## src/rtl/t03_register_file_gen_if.sv

```systemverilog
// ----------------------------------------------------------------------------
// t03_register_file_gen_if
// Bus bundle for the register file: read ports, byte-enabled write port,
// clear-sequence control and status.
//
// Signals (direction as seen by the register file, modport slave):
//   en        in   global stall, all state holds while low
//   rd_addr   in   NUM_RD packed read addresses, port k uses slice k
//   rd_data   out  NUM_RD packed combinational read data
//   wr_en     in   write request
//   wr_addr   in   write address
//   wr_be     in   write byte enables
//   wr_data   in   write data
//   clr_start in   one-cycle request to zero all writable registers
//   busy      out  high while the clear sequence runs
//   clr_done  out  pulse on the final clear cycle
//   wr_drop   out  write requested but discarded
// ----------------------------------------------------------------------------
interface t03_register_file_gen_if #(
    parameter int unsigned DATA_W   = 32,
    parameter int unsigned NUM_REGS = 32,
    parameter int unsigned NUM_RD   = 2
);
    localparam int unsigned AW   = $clog2(NUM_REGS);
    localparam int unsigned BE_W = DATA_W / 8;

    logic                     en;
    logic [NUM_RD*AW-1:0]     rd_addr;
    logic [NUM_RD*DATA_W-1:0] rd_data;
    logic                     wr_en;
    logic [AW-1:0]            wr_addr;
    logic [BE_W-1:0]          wr_be;
    logic [DATA_W-1:0]        wr_data;
    logic                     clr_start;
    logic                     busy;
    logic                     clr_done;
    logic                     wr_drop;

    modport master (
        output en, rd_addr, wr_en, wr_addr, wr_be, wr_data, clr_start,
        input  rd_data, busy, clr_done, wr_drop
    );

    modport slave (
        input  en, rd_addr, wr_en, wr_addr, wr_be, wr_data, clr_start,
        output rd_data, busy, clr_done, wr_drop
    );
endinterface

```

## src/rtl/t03_register_file_gen.sv

```systemverilog
// ----------------------------------------------------------------------------
// t03_register_file_gen
// Multi-read-port register file with one byte-enabled write port, a hardwired
// zero register 0, PROT_N read-only registers at the top of the address map,
// write-to-read bypass and a sequenced clear of all writable registers.
//
// Ports:
//   clk   in  system clock, rising edge
//   nrst  in  asynchronous active-low reset
//   bus   t03_register_file_gen_if.slave (see interface file for signals)
// ----------------------------------------------------------------------------
module t03_register_file_gen #(
    parameter int unsigned DATA_W   = 32,
    parameter int unsigned NUM_REGS = 32,
    parameter int unsigned NUM_RD   = 2,
    parameter int unsigned PROT_N   = 3,
    parameter logic [PROT_N*DATA_W-1:0] PROT_INIT =
        {32'hFFFFFFFF, 32'hFFFFFFFD, 32'hFFFFFFFC}
) (
    input  logic                          clk,
    input  logic                          nrst,
    t03_register_file_gen_if.slave        bus
);
    localparam int unsigned AW   = $clog2(NUM_REGS);
    localparam int unsigned BE_W = DATA_W / 8;
    // Registers 0..WR_N-1 are stored; 0 is never written and always reads 0.
    localparam int unsigned WR_N = NUM_REGS - PROT_N;

    localparam logic [AW:0]   NR_W     = (AW + 1)'(NUM_REGS);
    localparam logic [AW:0]   WR_N_W   = (AW + 1)'(WR_N);
    localparam logic [AW-1:0] CLR_LAST = AW'(WR_N - 1);

    if (DATA_W % 8 != 0) begin : g_chk_data_w
        $error("DATA_W must be a multiple of 8");
    end
    if (PROT_N < 1 || PROT_N + 2 > NUM_REGS) begin : g_chk_prot_n
        $error("PROT_N must satisfy 1 <= PROT_N <= NUM_REGS-2");
    end
    if (NUM_RD < 1) begin : g_chk_num_rd
        $error("NUM_RD must be at least 1");
    end

    typedef enum logic {StIdle, StClear} state_e;

    state_e            r_state;
    logic [AW-1:0]     r_ptr;
    logic [DATA_W-1:0] r_regs [WR_N];

    logic [DATA_W-1:0]        w_view [NUM_REGS];
    logic                     w_busy;
    logic                     w_last;
    logic                     w_wr_eff;
    logic [DATA_W-1:0]        w_wr_old;
    logic [DATA_W-1:0]        w_wr_merged;
    logic [NUM_RD*DATA_W-1:0] w_rd_data;

    function automatic logic [DATA_W-1:0] f_merge(input logic [DATA_W-1:0] old_v,
                                                  input logic [DATA_W-1:0] new_v,
                                                  input logic [BE_W-1:0]   be);
        logic [DATA_W-1:0] res;
        res = old_v;
        for (int b = 0; b < BE_W; b++) begin
            if (be[b]) begin
                res[b*8 +: 8] = new_v[b*8 +: 8];
            end
        end
        return res;
    endfunction

    // Architectural view of every address: zero reg, stored regs, constants.
    for (genvar i = 0; i < NUM_REGS; i++) begin : g_view
        if (i == 0) begin : g_zero
            assign w_view[i] = '0;
        end else if (i < WR_N) begin : g_stored
            assign w_view[i] = r_regs[i];
        end else begin : g_prot
            assign w_view[i] = PROT_INIT[(i - WR_N)*DATA_W +: DATA_W];
        end
    end

    assign w_busy = (r_state == StClear);
    assign w_last = (r_ptr == CLR_LAST);

    assign w_wr_eff = bus.en && bus.wr_en && !w_busy && (bus.wr_addr != '0) &&
                      ({1'b0, bus.wr_addr} < WR_N_W);

    always_comb begin
        w_wr_old = '0;
        if ({1'b0, bus.wr_addr} < WR_N_W) begin
            w_wr_old = r_regs[bus.wr_addr];
        end
    end

    assign w_wr_merged = f_merge(w_wr_old, bus.wr_data, bus.wr_be);

    // Read ports; bypass only applies to writes that will actually land.
    for (genvar k = 0; k < NUM_RD; k++) begin : g_rd
        logic [AW-1:0]     w_addr;
        logic [DATA_W-1:0] w_data;

        assign w_addr = bus.rd_addr[k*AW +: AW];

        always_comb begin
            w_data = '0;
            if ({1'b0, w_addr} < NR_W) begin
                w_data = w_view[w_addr];
            end
            if (w_wr_eff && (w_addr == bus.wr_addr)) begin
                w_data = w_wr_merged;
            end
        end

        assign w_rd_data[k*DATA_W +: DATA_W] = w_data;
    end

    assign bus.rd_data  = w_rd_data;
    assign bus.busy     = w_busy;
    assign bus.clr_done = w_busy && bus.en && w_last;
    assign bus.wr_drop  = bus.en && bus.wr_en && !w_wr_eff;

    always_ff @(posedge clk or negedge nrst) begin
        if (!nrst) begin
            for (int i = 0; i < WR_N; i++) begin
                r_regs[i] <= '0;
            end
            r_state <= StIdle;
            r_ptr   <= '0;
        end else if (bus.en) begin
            if (w_wr_eff) begin
                r_regs[bus.wr_addr] <= w_wr_merged;
            end
            unique case (r_state)
                StIdle: begin
                    // A same-cycle write still lands; the clear wipes it later.
                    if (bus.clr_start) begin
                        r_state <= StClear;
                        r_ptr   <= AW'(1);
                    end
                end
                StClear: begin
                    r_regs[r_ptr] <= '0;
                    if (w_last) begin
                        r_state <= StIdle;
                        r_ptr   <= '0;
                    end else begin
                        r_ptr <= r_ptr + AW'(1);
                    end
                end
            endcase
        end
    end
endmodule

```

## src/flat_wrapper.sv

```systemverilog
// flat-port wrapper written by rule: the top's interface ports become plain ports
module t03_register_file_gen_flat 
#(
    parameter int unsigned DATA_W   = 32,
    parameter int unsigned NUM_REGS = 32,
    parameter int unsigned NUM_RD   = 2,
    parameter int unsigned PROT_N   = 3,
    parameter logic [PROT_N*DATA_W-1:0] PROT_INIT =
        {32'hFFFFFFFF, 32'hFFFFFFFD, 32'hFFFFFFFC}
)
  (clk, nrst, bus_en, bus_rd_addr, bus_wr_en, bus_wr_addr, bus_wr_be, bus_wr_data, bus_clr_start, bus_rd_data, bus_busy, bus_clr_done, bus_wr_drop);
  t03_register_file_gen_if #(.DATA_W(DATA_W), .NUM_REGS(NUM_REGS), .NUM_RD(NUM_RD)) bus_i ();
  input  logic clk;
  input  logic nrst;
  input wire logic [$bits(bus_i.en)-1:0] bus_en;
  input wire logic [$bits(bus_i.rd_addr)-1:0] bus_rd_addr;
  input wire logic [$bits(bus_i.wr_en)-1:0] bus_wr_en;
  input wire logic [$bits(bus_i.wr_addr)-1:0] bus_wr_addr;
  input wire logic [$bits(bus_i.wr_be)-1:0] bus_wr_be;
  input wire logic [$bits(bus_i.wr_data)-1:0] bus_wr_data;
  input wire logic [$bits(bus_i.clr_start)-1:0] bus_clr_start;
  output wire logic [$bits(bus_i.rd_data)-1:0] bus_rd_data;
  output wire logic [$bits(bus_i.busy)-1:0] bus_busy;
  output wire logic [$bits(bus_i.clr_done)-1:0] bus_clr_done;
  output wire logic [$bits(bus_i.wr_drop)-1:0] bus_wr_drop;
  assign bus_i.en = bus_en;
  assign bus_i.rd_addr = bus_rd_addr;
  assign bus_i.wr_en = bus_wr_en;
  assign bus_i.wr_addr = bus_wr_addr;
  assign bus_i.wr_be = bus_wr_be;
  assign bus_i.wr_data = bus_wr_data;
  assign bus_i.clr_start = bus_clr_start;
  assign bus_rd_data = bus_i.rd_data;
  assign bus_busy = bus_i.busy;
  assign bus_clr_done = bus_i.clr_done;
  assign bus_wr_drop = bus_i.wr_drop;
  t03_register_file_gen #(.DATA_W(DATA_W), .NUM_REGS(NUM_REGS), .NUM_RD(NUM_RD), .PROT_N(PROT_N), .PROT_INIT(PROT_INIT)) u_core (.clk(clk), .nrst(nrst), .bus(bus_i));
endmodule
```

## config.mk

```make
export PLATFORM = sky130hd
export DESIGN_NAME = t03_register_file_gen_flat
export DESIGN_NICKNAME = d
export VERILOG_FILES = /design/src/rtl/t03_register_file_gen_if.sv /design/src/rtl/t03_register_file_gen.sv /design/src/flat_wrapper.sv
export SDC_FILE = /design/constraint.sdc
export NUM_CORES = 2
export LEC_CHECK = 0
export CORE_MARGIN = 3
export CORE_UTILIZATION = 45
export DETAILED_ROUTE_END_ITERATION = 7
export PLACE_DENSITY = 0.62
export SLEW_MARGIN = 20
export SYNTH_ARGS = -nofsm -noshare
export SYNTH_HDL_FRONTEND = slang
export SYNTH_SLANG_ARGS = --single-unit
```

## constraint.sdc

```tcl
create_clock -name clk -period 4.1 [get_ports clk]
set_input_delay 1.025 -clock clk [delete_from_list [all_inputs] [get_ports clk]]
set_output_delay 1.025 -clock clk [all_outputs]
set_load 0.01 [all_outputs]
```

Yosys cells after proc, flatten, opt, wreduce, memory -nomap -nowiden
Cells that the tools add are included.
- register bits: 934
- latch bits: 0
- memory bits (writable): 0
- bits in read-only memories: 0
- input port bits: 56
- output and inout bits: 67
- logic and storage cells: 95
- memories kept: 0
- add/subtract/negate cells: 1
- multiply operators: 0
- div/mod/pow operators: 0
- magnitude comparators: 7
- equal/unequal tests: 4
- shifts and indexed selects: 0
- mux-type cells: 30
- bitwise logic cells: 7
- reduce and logical (&&, ||, !) cells: 15
- operators with widths (operator ; number):
    $mux 928 ; 3
    $and 928x928->928 ; 1
    $bwmux 928 ; 1
    $not 928->928 ; 1
    $bmux 32 s5 ; 3
    $mux 32 ; 11
    $demux 32 s5 ; 2
    $mux 8 ; 4
    $ge 6x6->1 const B ; 4
    $not 5->6 ; 4
    $lt 6x1->1 const B ; 2
    $logic_and 1x1->1 ; 11
    $eq 5x5->1 ; 2
    $mux 5 ; 2
    $pmux 5 s2 ; 1
    $add 5x1->5 const B ; 1
    $eq 5x5->1 const B ; 1
    $lt 5x5->1 const B ; 1
    $reduce_bool 5->1 ; 1
    $logic_not 1->1 ; 2
    $mux 1 ; 2
    $ne 2x2->1 const B ; 1
    $pmux 1 s2 ; 1
    $reduce_and 2->1 ; 1
    $not 1->1 ; 1

Logic depth before layout (Yosys ltp)
- word-level depth: 11
- mapped depth: 12
- depth with buffers taken out: 8

Worst setup path before layout
No wires, ideal clock.
- path kind: input to output
- from: input port bus_wr_addr[0]
- to: output port bus_rd_data[11]
- arrival: 3005 ps
- required time: 3075 ps
- setup slack: 70 ps
- stages: 10
- path buffers: 4
- path through: buf_2 buf_2 buf_1 mux2i_1 o22ai_1 a2111oi_0 nand2_1 a22oi_1 buf_2 o21ai_1
- word-level cells in the longest chain between the ends: 7
- elaborated cells on any way between the ends: 13
- classes of those cells: order compare: 1; eq/ne: 1; mux: 6; bitwise: 1; reduce/logical: 4
- ends and longest elaborated chain (item ; line ; text):
    start: declaration ; flat_wrapper.sv:18 ; input wire logic [$bits(bus_i.wr_addr)-1:0] bus_wr_addr;
    $not 5->6 (implied by the code) ; t03_register_file_gen.sv:90 ; w_wr_old = r_regs[bus.wr_addr];
    $bmux 32 s5 ; t03_register_file_gen.sv:90 ;
    $mux 32 (implied by the code) (2 in series) ; t03_register_file_gen.sv:90 ;
    $mux 32 ; t03_register_file_gen.sv:89 ; if ({1'b0, bus.wr_addr} < WR_N_W) begin
    $mux 8 ; t03_register_file_gen.sv:63 ; if (be[b]) begin
    $mux 32 * ; t03_register_file_gen.sv:108 ; if (w_wr_eff && (w_addr == bus.wr_addr)) begin
    end: declaration ; flat_wrapper.sv:22 ; output wire logic [$bits(bus_i.rd_data)-1:0] bus_rd_data;
Every way passes the cells marked *; elsewhere a longest branch is shown, timed or not. The select of a mux whose other input is x is not followed.

Worst setup path in the final report
- from: input port bus_wr_addr[2]
- to: output port bus_rd_data[42]
Same word-level chain as after synthesis.

==> flow_metrics.env <==
export IMPL_power_density_nw_per_um2=359
export IMPL_area_delta_synth_final_pct=32.7
export IMPL_syn_mean_instance_area_um2=9.91
export IMPL_crit_arrival_ns=3.47
export IMPL_postSynth_asyncResetShare_pct=100
export IMPL_clock_root_buffer="clkbuf_16"
export IMPL_first_pass_iters=8
export IMPL_cp_buffers_inverters=5
export IMPL_wirelength_um=302000
export IMPL_syn_nets=5753
export IMPL_io_pins=123
export IMPL_cts_buffer_depth=3
export IMPL_pwr_share_clk_pct=40.4
export IMPL_finalCritPeriodShare_pct=110
export IMPL_setup_viol=64
export IMPL_leakagePower_nw=31.2
export IMPL_path_clk_slew_ns=0.06
export IMPL_p_int_w=0.0185
export IMPL_worst_path_most_repeated_cell="buf_6"
export IMPL_period_needed_ns=4.50
export IMPL_tightest_slew_ns=1.06
export IMPL_vias=58500
export IMPL_final_core_util_pct=60.3
export IMPL_start_util_pct=45.5
export IMPL_antenna_found_initial=15
export IMPL_yosysWarnings=0
export IMPL_die_y_um=360
export IMPL_layout_nets=6341
export IMPL_crit_type="in -> out"
export IMPL_max_stage_delay_ns=0.69
export IMPL_worstReg2RegEnd="u_core.r_regs[113]"
export IMPL_rr_startpoint="u_core.r_regs[561]"
export IMPL_vias_per_cell=7.30
export IMPL_ys_ff_latch=934
export IMPL_final_antenna_net_count=0
export IMPL_violations="negative setup slack"
export IMPL_cp_top_family="buffers and inverters"
export IMPL_rrSetupSlack_ns=0.90
export IMPL_crit_required_ns=3.07
export IMPL_track_usage_pct=45.0
export IMPL_drt_iter0_drc=11100
export IMPL_synth_edf_count=0
export IMPL_h_tree_depth=3
export IMPL_cp_start_kind="primary input"
export IMPL_cts_tree="built"
export IMPL_first_global_vias=55700
export IMPL_cts_sinks=934
export IMPL_min_path_type="in -> async"
export IMPL_max_freq_mhz=222
export IMPL_die_w_um=360
export IMPL_fin_ws_ns=-0.398
export IMPL_seqPwrFrac_pct=38.7
export IMPL_rsz0062_at_grt="true"
export IMPL_insertion_delay_ns=0.79
export IMPL_comb_power_share_pct=20.9
export IMPL_cp_cell_sequence="buf_6, bufbuf_16, nor4_2, a211o_1, or4_4, buf_6, buf_16, o211ai_1, o21ai_1, buf_2"
export IMPL_ir_drop_v=0.000526
export IMPL_drc=0
export IMPL_avgRoutedWirePerCell_um=37.7
export IMPL_switchingPower_w=0.00840
export IMPL_crit_start="bus_wr_addr[2]"
export IMPL_final_common_cell="nand2_1"
export IMPL_fin_skew_ns=0.0489
export IMPL_port_buffers=122
export IMPL_drv_cap=0
export IMPL_ys_seq_area_share_pct=41.4
export IMPL_ys_types=71
export IMPL_layout_common_cells="nand2_1, dfrtp_1, o21ai_1"
export IMPL_maxSlewViolCount=0
export IMPL_outcome="finished, violations left"
export IMPL_swShare_pct=31.3
export IMPL_core_area_um2=124000
export IMPL_relSlewSlack_pct=29.4
export IMPL_syn_cell_area_um2=56400
export IMPL_drive_above_1_share_pct=33.1
export IMPL_gp_congestion=1.03
export IMPL_ys_flop_type="dfrtp_1"
export IMPL_dp_hpwl_um=184000
export IMPL_path_max_fanout=7
export IMPL_grt_start_max_net_pins=102
export IMPL_cts_made_buffers=107
export IMPL_die_area_um2=130000
export IMPL_finalHoldViolations=0
export IMPL_std_cell_rows=129
export IMPL_gr_total_overflow=0
export IMPL_cp_slowest_cell="or4_4"
export IMPL_reg2reg_depth=18
export IMPL_grt_pass1_wl_um=418000
export IMPL_end_kind="output port"
export IMPL_setup_tns_ns=-16.16
export IMPL_netlist_instances=5693
logic make-up after synthesis:
| logic type | after synthesis | synth area share, % |
|---|---|---|
| compound gates | 1807 | 19.7 |
| buf+inv | 635 | 5.08 |
| simple gates | 1336 | 10.2 |
| xor+xnor | 10 | 0.155 |
| fa+ha+maj | 4 | 0.0887 |
| mux | 967 | 23.4 |
| flops | 934 | 41.4 |
cell usage after synthesis (6+ instances only):
| master | count | area (µm²) |
|---|---|---|
| nand2_1 | 1020 | 3830 |
| dfrtp_1 | 934 | 23400 |
| o21ai_1 | 734 | 3670 |
| mux2i_1 | 522 | 5230 |
| clkbuf_1 | 316 | 1190 |
| o21ai_0 | 276 | 1380 |
| mux4_2 | 264 | 5950 |
| o22ai_1 | 256 | 1600 |
| buf_2 | 245 | 1230 |
| mux2_2 | 181 | 2040 |
| a22oi_1 | 114 | 856 |
| nor2b_1 | 103 | 644 |
| o211ai_1 | 85 | 638 |
| a211oi_1 | 66 | 495 |
| a221oi_1 | 61 | 534 |
| o311ai_0 | 51 | 447 |
| nor2_1 | 41 | 154 |
| nor3_1 | 41 | 205 |
| nor4_1 | 40 | 250 |
| a2111oi_0 | 33 | 289 |
| a221o_1 | 31 | 310 |
| buf_1 | 30 | 113 |
| o221ai_1 | 28 | 245 |
| nand3_1 | 21 | 105 |
| o211ai_2 | 20 | 250 |
| buf_6 | 18 | 203 |
| nand2b_1 | 18 | 113 |
| a21oi_1 | 14 | 70.1 |
| inv_1 | 10 | 37.5 |
| buf_4 | 9 | 67.6 |
| a22o_1 | 7 | 61.3 |
| nand4bb_1 | 6 | 67.6 |
| or3_1 | 6 | 37.5 |
| xnor2_1 | 6 | 52.6 |
sequential cells by signal, indices dropped and copies added, names as in the netlist:
signal,flops
u_core.r_regs,928
u_core.r_ptr,5
u_core.bus.busy,1
per-layer routing:
layer / vias to the layer above / global-route usage, % / part of all wire [%]
met5: - / 0.944 / 0.044
met4: 14 / 33.2 / 9.2
met3: 1662 / 22.8 / 18
met2: 5968 / 58.8 / 39
met1: 28400 / 56.4 / 35
li1: 22500 / - / -
power groups by stage:
stage | logic [W] | clock network, W | registers (W)
after floorplan | 0.00247 | 0 | 0.0103
after global placement | 0.00483 | 0 | 0.0104
after detailed placement | 0.00487 | 0 | 0.0105
after CTS | 0.00514 | 0.0108 | 0.0103
after global routing | 0.00572 | 0.0112 | 0.0104
final | 0.00561 | 0.0109 | 0.0104
worst register-to-register path, delay by kind of cell (launching register included):
| family | cells | cell delay (ns) |
|---|---|---|
| buffers and inverters | 12 | 1.31 |
| AO/OA/AOI/OAI | 4 | 0.88 |
| flip-flops | 1 | 0.41 |
| multiplexers | 1 | 0.30 |
| AND/OR/NAND/NOR | 1 | 0.15 |
metrics by stage:
stage | setup slack [ns] | cell area [µm²] | power, W | hold WS, ns | std cells
after floorplan | 0.0702 | 56400 | 0.0127 | 0.464 | 5693
after global placement | -1.25 | 65300 | 0.0153 | 0.481 | 7567
after detailed placement | -1.22 | 65300 | 0.0153 | 0.487 | 7567
after CTS | -0.304 | 72800 | 0.0263 | 0.249 | 7918
after global routing | -0.369 | 74900 | 0.0274 | 0.262 | 8011
final | -0.398 | 74900 | 0.0269 | 0.225 | 8022
how the worst max path moves through the flow:
stage	to	slack, ns	depth (start not counted)
final	bus_rd_data[42]	-0.40	10
after global routing	bus_rd_data[30]	-0.37	12
after CTS	bus_rd_data[58]	-0.30	9
after detailed placement	bus_rd_data[60]	-1.22	14
after global placement	bus_rd_data[40]	-1.25	10
after floorplan	bus_rd_data[11]	0.07	10
final cells by class:
type	count	area, µm²
tap	1637	2050
inverter	12	47.5
multi-input combinational	4124	33000
fill	10000	49200
clock inverter	51	801
clock buffer	149	3120
sequential	934	23400
antenna	13	32.5
timing repair buffer	1102	12400
repair_timing:
item                                    4_1_cts  5_1_grt
gates cloned                                 27        6
hold buffers                                  0        0
gates resized for setup                     680      254
endpoints found under the setup margin       65       65
setup buffers                               134      104
endpoints found under the hold margin         0        0
pin swaps                                   119       86
Power figures use the tool's default switching activity.
